--- src/rtl/pcie_k7_pipe_rate_ctrl_if.sv ---
// pcie_k7_pipe_rate_ctrl_if: per-lane PIPE rate request, GT rate-done handshake and PCLK select bundle
// master: core/GT/clock side (drives rate request, lock, rate-done pulses)
// slave:  rate sequencer (drives GT rate, PCLK select, Gen3, PHYSTATUS and status)
interface pcie_k7_pipe_rate_ctrl_if;
  logic [1:0] RATE_RATE_IN;
  logic       RATE_MMCM_LOCK;
  logic       RATE_TXRATEDONE;
  logic       RATE_RXRATEDONE;
  logic [2:0] RATE_TXRATE;
  logic [2:0] RATE_RXRATE;
  logic       RATE_PCLK_SEL;
  logic       RATE_GEN3;
  logic       RATE_PHYSTATUS;
  logic       RATE_IDLE;
  logic       RATE_TIMEOUT;
  logic [2:0] RATE_FSM;
  modport master (
    output RATE_RATE_IN, RATE_MMCM_LOCK, RATE_TXRATEDONE, RATE_RXRATEDONE,
    input  RATE_TXRATE, RATE_RXRATE, RATE_PCLK_SEL, RATE_GEN3, RATE_PHYSTATUS,
           RATE_IDLE, RATE_TIMEOUT, RATE_FSM
  );
  modport slave (
    input  RATE_RATE_IN, RATE_MMCM_LOCK, RATE_TXRATEDONE, RATE_RXRATEDONE,
    output RATE_TXRATE, RATE_RXRATE, RATE_PCLK_SEL, RATE_GEN3, RATE_PHYSTATUS,
           RATE_IDLE, RATE_TIMEOUT, RATE_FSM
  );
endinterface

--- src/rtl/pcie_k7_pipe_rate_ctrl.sv ---
// pcie_k7_pipe_rate_ctrl: per-lane PIPE rate-change sequencer (GT rate, rate-done wait, PCLK switch, settle, PHYSTATUS)
// RATE_CLK/RATE_RST_N: block clock and async active-low reset
// bus (slave): rate request, MMCM lock, TX/RX rate-done in; TX/RX rate, PCLK select, Gen3,
//              PHYSTATUS pulse, idle, sticky timeout and debug state out
module pcie_k7_pipe_rate_ctrl #(
  parameter int PCIE_LINK_SPEED   = 3,
  parameter int PCIE_RATE_TIMEOUT = 1024,
  parameter int PCIE_PCLK_SETTLE  = 16
) (
  input logic                     RATE_CLK,
  input logic                     RATE_RST_N,
  pcie_k7_pipe_rate_ctrl_if.slave bus
);
  localparam int TW = PCIE_RATE_TIMEOUT > 1 ? $clog2(PCIE_RATE_TIMEOUT) : 1;
  localparam int SW = PCIE_PCLK_SETTLE > 1 ? $clog2(PCIE_PCLK_SETTLE) : 1;
  localparam logic [1:0] MAX = 2'(PCIE_LINK_SPEED - 1);
  typedef enum logic [2:0] {
    IDLE = 3'd0, CHANGE = 3'd1, WAIT_DONE = 3'd2, PCLK = 3'd3, SETTLE = 3'd4, STATUS = 3'd5
  } state_t;
  state_t state, next;
  logic [1:0] cur, target, req;
  logic tx_st, rx_st, done, tout, settled;
  logic [TW-1:0] tcnt;
  logic [SW-1:0] scnt;
  logic [2:0] rate;
  logic pclk_sel, gen3, phystatus, idle, timeout;
  // reserved request 3 reads as "stay put"; anything above the link speed clamps
  assign req = bus.RATE_RATE_IN == 2'd3 ? cur : bus.RATE_RATE_IN > MAX ? MAX : bus.RATE_RATE_IN;
  assign done = (tx_st | bus.RATE_TXRATEDONE) & (rx_st | bus.RATE_RXRATEDONE);
  assign tout = tcnt == TW'(PCIE_RATE_TIMEOUT - 1);
  assign settled = bus.RATE_MMCM_LOCK && scnt == SW'(PCIE_PCLK_SETTLE - 1);
  always_comb begin
    next = state;
    case (state)
      IDLE:      next = (req != cur && bus.RATE_MMCM_LOCK) ? CHANGE : IDLE;
      CHANGE:    next = WAIT_DONE;
      WAIT_DONE: next = (done || tout) ? PCLK : WAIT_DONE;
      PCLK:      next = SETTLE;
      SETTLE:    next = settled ? STATUS : SETTLE;
      default:   next = IDLE;
    endcase
  end
  // idle/phystatus are registered from next state so they line up with the state they describe
  always_ff @(posedge RATE_CLK or negedge RATE_RST_N) begin
    if (!RATE_RST_N) begin
      state     <= IDLE;
      cur       <= 2'd0;
      target    <= 2'd0;
      tx_st     <= 1'b0;
      rx_st     <= 1'b0;
      tcnt      <= '0;
      scnt      <= '0;
      rate      <= 3'd0;
      pclk_sel  <= 1'b0;
      gen3      <= 1'b0;
      phystatus <= 1'b0;
      idle      <= 1'b1;
      timeout   <= 1'b0;
    end else begin
      state     <= next;
      idle      <= next == IDLE;
      phystatus <= next == STATUS;
      if (state == IDLE) target <= req;
      if (state == CHANGE) begin
        rate    <= {2'b00, target != 2'd0};
        tx_st   <= 1'b0;
        rx_st   <= 1'b0;
        timeout <= 1'b0;
        tcnt    <= '0;
      end
      if (state == WAIT_DONE) begin
        tx_st   <= tx_st | bus.RATE_TXRATEDONE;
        rx_st   <= rx_st | bus.RATE_RXRATEDONE;
        tcnt    <= tout ? tcnt : tcnt + 1'b1;
        timeout <= timeout | (tout & ~done);
      end
      if (state == PCLK) begin
        pclk_sel <= target != 2'd0;
        gen3     <= target == 2'd2;
        scnt     <= '0;
      end
      if (state == SETTLE) scnt <= !bus.RATE_MMCM_LOCK ? '0 : settled ? scnt : scnt + 1'b1;
      if (state == STATUS) cur <= target;
    end
  end
  assign bus.RATE_TXRATE    = rate;
  assign bus.RATE_RXRATE    = rate;
  assign bus.RATE_PCLK_SEL  = pclk_sel;
  assign bus.RATE_GEN3      = gen3;
  assign bus.RATE_PHYSTATUS = phystatus;
  assign bus.RATE_IDLE      = idle;
  assign bus.RATE_TIMEOUT   = timeout;
  assign bus.RATE_FSM       = state;
endmodule

--- src/flat_wrapper.sv ---
// flat-port wrapper written by rule: the top's interface ports become plain ports
module pcie_k7_pipe_rate_ctrl_flat 
#(
  parameter int PCIE_LINK_SPEED   = 3,
  parameter int PCIE_RATE_TIMEOUT = 1024,
  parameter int PCIE_PCLK_SETTLE  = 16
)
  (RATE_CLK, RATE_RST_N, bus_RATE_RATE_IN, bus_RATE_MMCM_LOCK, bus_RATE_TXRATEDONE, bus_RATE_RXRATEDONE, bus_RATE_TXRATE, bus_RATE_RXRATE, bus_RATE_PCLK_SEL, bus_RATE_GEN3, bus_RATE_PHYSTATUS, bus_RATE_IDLE, bus_RATE_TIMEOUT, bus_RATE_FSM);
  pcie_k7_pipe_rate_ctrl_if bus_i ();
  input logic RATE_CLK;
  input logic RATE_RST_N;
  input wire logic [$bits(bus_i.RATE_RATE_IN)-1:0] bus_RATE_RATE_IN;
  input wire logic [$bits(bus_i.RATE_MMCM_LOCK)-1:0] bus_RATE_MMCM_LOCK;
  input wire logic [$bits(bus_i.RATE_TXRATEDONE)-1:0] bus_RATE_TXRATEDONE;
  input wire logic [$bits(bus_i.RATE_RXRATEDONE)-1:0] bus_RATE_RXRATEDONE;
  output wire logic [$bits(bus_i.RATE_TXRATE)-1:0] bus_RATE_TXRATE;
  output wire logic [$bits(bus_i.RATE_RXRATE)-1:0] bus_RATE_RXRATE;
  output wire logic [$bits(bus_i.RATE_PCLK_SEL)-1:0] bus_RATE_PCLK_SEL;
  output wire logic [$bits(bus_i.RATE_GEN3)-1:0] bus_RATE_GEN3;
  output wire logic [$bits(bus_i.RATE_PHYSTATUS)-1:0] bus_RATE_PHYSTATUS;
  output wire logic [$bits(bus_i.RATE_IDLE)-1:0] bus_RATE_IDLE;
  output wire logic [$bits(bus_i.RATE_TIMEOUT)-1:0] bus_RATE_TIMEOUT;
  output wire logic [$bits(bus_i.RATE_FSM)-1:0] bus_RATE_FSM;
  assign bus_i.RATE_RATE_IN = bus_RATE_RATE_IN;
  assign bus_i.RATE_MMCM_LOCK = bus_RATE_MMCM_LOCK;
  assign bus_i.RATE_TXRATEDONE = bus_RATE_TXRATEDONE;
  assign bus_i.RATE_RXRATEDONE = bus_RATE_RXRATEDONE;
  assign bus_RATE_TXRATE = bus_i.RATE_TXRATE;
  assign bus_RATE_RXRATE = bus_i.RATE_RXRATE;
  assign bus_RATE_PCLK_SEL = bus_i.RATE_PCLK_SEL;
  assign bus_RATE_GEN3 = bus_i.RATE_GEN3;
  assign bus_RATE_PHYSTATUS = bus_i.RATE_PHYSTATUS;
  assign bus_RATE_IDLE = bus_i.RATE_IDLE;
  assign bus_RATE_TIMEOUT = bus_i.RATE_TIMEOUT;
  assign bus_RATE_FSM = bus_i.RATE_FSM;
  pcie_k7_pipe_rate_ctrl #(.PCIE_LINK_SPEED(PCIE_LINK_SPEED), .PCIE_RATE_TIMEOUT(PCIE_RATE_TIMEOUT), .PCIE_PCLK_SETTLE(PCIE_PCLK_SETTLE)) u_core (.RATE_CLK(RATE_CLK), .RATE_RST_N(RATE_RST_N), .bus(bus_i));
endmodule
--- config.mk ---
export PLATFORM = sky130hd
export DESIGN_NAME = pcie_k7_pipe_rate_ctrl_flat
export DESIGN_NICKNAME = d
export VERILOG_FILES = /design/src/rtl/pcie_k7_pipe_rate_ctrl_if.sv /design/src/rtl/pcie_k7_pipe_rate_ctrl.sv /design/src/flat_wrapper.sv
export SDC_FILE = /design/constraint.sdc
export NUM_CORES = 1
export LEC_CHECK = 0
export CAP_MARGIN = 20
export CORE_MARGIN = 1
export CORE_UTILIZATION = 45
export CTS_BUF_LIST = sky130_fd_sc_hd__clkbuf_4 sky130_fd_sc_hd__clkbuf_8 sky130_fd_sc_hd__clkbuf_16
export DETAILED_ROUTE_END_ITERATION = 10
export GPL_TIMING_DRIVEN = 1
export PLACE_DENSITY = 0.68
export SYNTH_ARGS = -nofsm -noshare
export SYNTH_HDL_FRONTEND = slang
export SYNTH_SLANG_ARGS = --single-unit
export TNS_END_PERCENT = 30
--- constraint.sdc ---
create_clock -name RATE_CLK -period 2.7 [get_ports RATE_CLK]
set_clock_uncertainty 0.1 [all_clocks]
set_input_delay 0.54 -clock RATE_CLK [delete_from_list [all_inputs] [get_ports RATE_CLK]]
set_output_delay 0.54 -clock RATE_CLK [all_outputs]
set_load 0.005 [all_outputs]
==> qor.yml <==
setup_viol: 0
synth-warning-count: 0
timing.final.max_slew_violations: 0
async_flop_share_pct: 100
coreArea_sq_um: 3080
clock.fmax_mhz: 483
multiInputGateArea_sq_um: 671
syn_to_final_growth_pct: 15.7
relSlewSlack_pct: 64.0
final_layout_size_suffix_gt1_share_pct: 10.3
drt_iter0_markers: 44
die-area_sq_um: 3500
vias_per_cell: 5.52
powerDensity_nw_per_um2: 854
rsz0062_at_grt: "false"
hpwl_um: 2010
critical_path_buf_inv_count: 0
cp-end-kind: "register"
synthesis.instances: 147
synth.avg_cell_area_sq_um: 10.0
nNetsFinal: 174
r2r_start: "u_core.bus.RATE_FSM[1]$_DFF_PN0_"
p_total_w: 0.00145
route.vias.total: 1154
h-tree-depth: 2
critical_path.top_delay_family: "simple AND/OR/NAND/NOR gates"
start_util_pct: 47.8
gp_congestion: 0.776
r2r_setup_slack_ns: 0.63
final_common_cell: "dfrtp_1"
ant_nets: 0
synth_edf_count: 0
path_clk_slew_ns: 0.09
die_y_um: 59.2
crit_arrival_ns: 2.22
synth_ff_type: "dfrtp_1"
grt_remaining_overflow: 0
r2r_cells: 4
syn_area_sq_um: 1470
antenna_found_initial: 0
p_leak_nw: 0.735
io_pins: 21
cts_resized: 0
peakVddDrop_mv: 0.487
crit_chain: "nor3b_4 -> nand4_4 -> or4_1 -> a21oi_1"
worstSetupStartpointType: "register"
first_pass_iters: 4
clk_path_buf_depth: 2
holdPathStages: 2
worst_slew_pin_slew_ns: 0.540
cts_setup_buffers: 0
cts_hold_buf: 0
layout_min_cycle_time_ns: 2.07
cap_viol_max_count: 0
grt_pass1_vias: 1080
final_cell_mix: "dfrtp_1, nand2_1, clkdlybuf4s50_1, o21ai_0, a21oi_1"
seqCellArea_sq_um: 727
min-delay-start: "u_core.bus.RATE_GEN3$_DFFE_PN0N_"
status: "finished, final reports clean"
worstHoldEndpoint: "u_core.bus.RATE_GEN3$_DFFE_PN0N_"
port_buffers: 16
rows: 20
clock_latency_ns: 0.32
drc: 0
worst_path_max_delay_cell: "nor3b_4"
grtUsageTotal_pct: 18.9
dieWidth_um: 59.2
worstSetupPathType: "register to register"
holdWs_ns: 0.381
root_buffer: "clkbuf_4"
cts_tree: "yes"
wl_um: 2780
ys_types: 44
grt_pass1_wl_um: 4800
cp_max_fo: 12
cpPeakStageDelay_ns: 0.54
grt_max_degree: 30
diodes: 0
r2r_end: "u_core.tcnt[5]$_DFFE_PN0P_"
ys_seq_elements: 29
final_util_pct: 55.3
clock_sinks: 29
wl_per_cell_um: 13.3
ys_seq_area_share_pct: 49.4
numCtsBuffers: 5
setup_tns_ns: 0
finalCritPeriodShare_pct: 76.7
hold_class: "register to register"
finalHoldViolCount: 0
required_ns: 2.85
fillCellCount: 282
==> cells by family (layout without fill, tap and decap cells) <==
group | count (synthesis) | in the layout | share of synthesized area, %
DFF | 29 | 29 | 49.4
other | 1 | 4 | 0.255
buffers and inverters | 14 | 29 | 5.70
muxes | 4 | 4 | 2.89
AOI/OAI and AO/OA | 39 | 39 | 16.4
and+or+nand+nor | 57 | 57 | 23.0
adders and majority gates | 2 | 2 | 1.70
xor gates and xnor gates | 1 | 1 | 0.596
==> how the worst max path moves through the flow <==
stage                                      from                    endpoint  slack (ns)  depth (start not counted)
5_1_grt        u_core.bus.RATE_FSM[1]$_DFF_PN0_  u_core.tcnt[5]$_DFFE_PN0P_        0.44                          4
3_3_place_gp                 bus_RATE_MMCM_LOCK  u_core.scnt[1]$_DFFE_PN0P_        0.68                          5
6_report       u_core.bus.RATE_FSM[1]$_DFF_PN0_  u_core.tcnt[5]$_DFFE_PN0P_        0.63                          4
2_1_floorplan  u_core.bus.RATE_FSM[0]$_DFF_PN0_  u_core.tcnt[5]$_DFFE_PN0P_         1.0                          5
4_1_cts        u_core.bus.RATE_FSM[0]$_DFF_PN0_             bus_RATE_FSM[0]        0.61                          1
3_5_place_dp                 bus_RATE_MMCM_LOCK  u_core.scnt[1]$_DFFE_PN0P_        0.63                          5
==> registers in the layout, indices dropped and copies added, names as in the netlist, 2 cells and up <==
signal / flops
u_core.bus.RATE_FSM: 3
u_core.cur: 2
u_core.scnt: 4
u_core.target: 2
u_core.tcnt: 10
==> per-layer routing <==
| layer | routed length [um] | track usage [%] | up-vias |
|---|---|---|---|
| met5 | 0 | 0 | - |
| met4 | 48 | 8.16 | 0 |
| met3 | 142 | 6.11 | 5 |
| met2 | 1330 | 31.0 | 30 |
| met1 | 1260 | 22.8 | 552 |
| li1 | - | - | 567 |
==> cells in the mapped netlist (2+ instances only) <==
library cell	count	area [sq um]
nor2_1	7	26.3
a32o_1	2	20.0
a21oi_1	9	45.0
dfrtp_1	28	701
or3_1	2	12.5
nor3b_1	2	15.0
nor3_1	4	20.0
nand2_1	17	63.8
inv_1	4	15.0
o21ai_0	15	75.1
or3b_2	2	17.5
buf_4	6	45.0
nor2b_1	2	12.5
nand4_1	3	18.8
nand3_1	4	20.0
mux2i_1	2	20.0
mux2_2	2	22.5
or4_1	2	15.0
nand2b_1	3	18.8
and4_1	2	17.5
nand3b_1	2	15.0
clkbuf_1	2	7.51
a21o_1	2	15.0
ha_1	2	25.0
o211ai_1	2	15.0
==> tightest hold or removal path, stage by stage (launching register included) <==
cell and delay, ns:
dfrtp_1 0.35, nand2_1 0.04, o21ai_0 0.06
==> layout make-up <==
cell class	count	share of cell area, %
inverter	4	0.882
multi-input combinational	107	39.4
clock buffer	7	3.46
timing repair buffer	18	10.3
sequential	29	42.7
tap	44	3.24
==> power breakdown <==
group / total [W] / leakage, nW / switching [W] / internal, W
Clock: 0.000274 / 0.0348 / 0.000141 / 0.000133
Combinational: 0.000468 / 0.317 / 0.000219 / 0.000249
Sequential: 0.000710 / 0.384 / 0.000143 / 0.000567
Total: 0.00145 / 0.735 / 0.000504 / 0.000949
==> through the flow <==
step | instances | setup WS [ns] | cell area, sq um
after floorplan | 150 | 1.00 | 1480
after global placement | 202 | 0.680 | 1640
after detailed placement | 202 | 0.628 | 1640
after CTS | 209 | 0.614 | 1700
after global routing | 209 | 0.439 | 1700
final | 209 | 0.630 | 1700
Note: power is estimated with default switching activity, not from simulation.
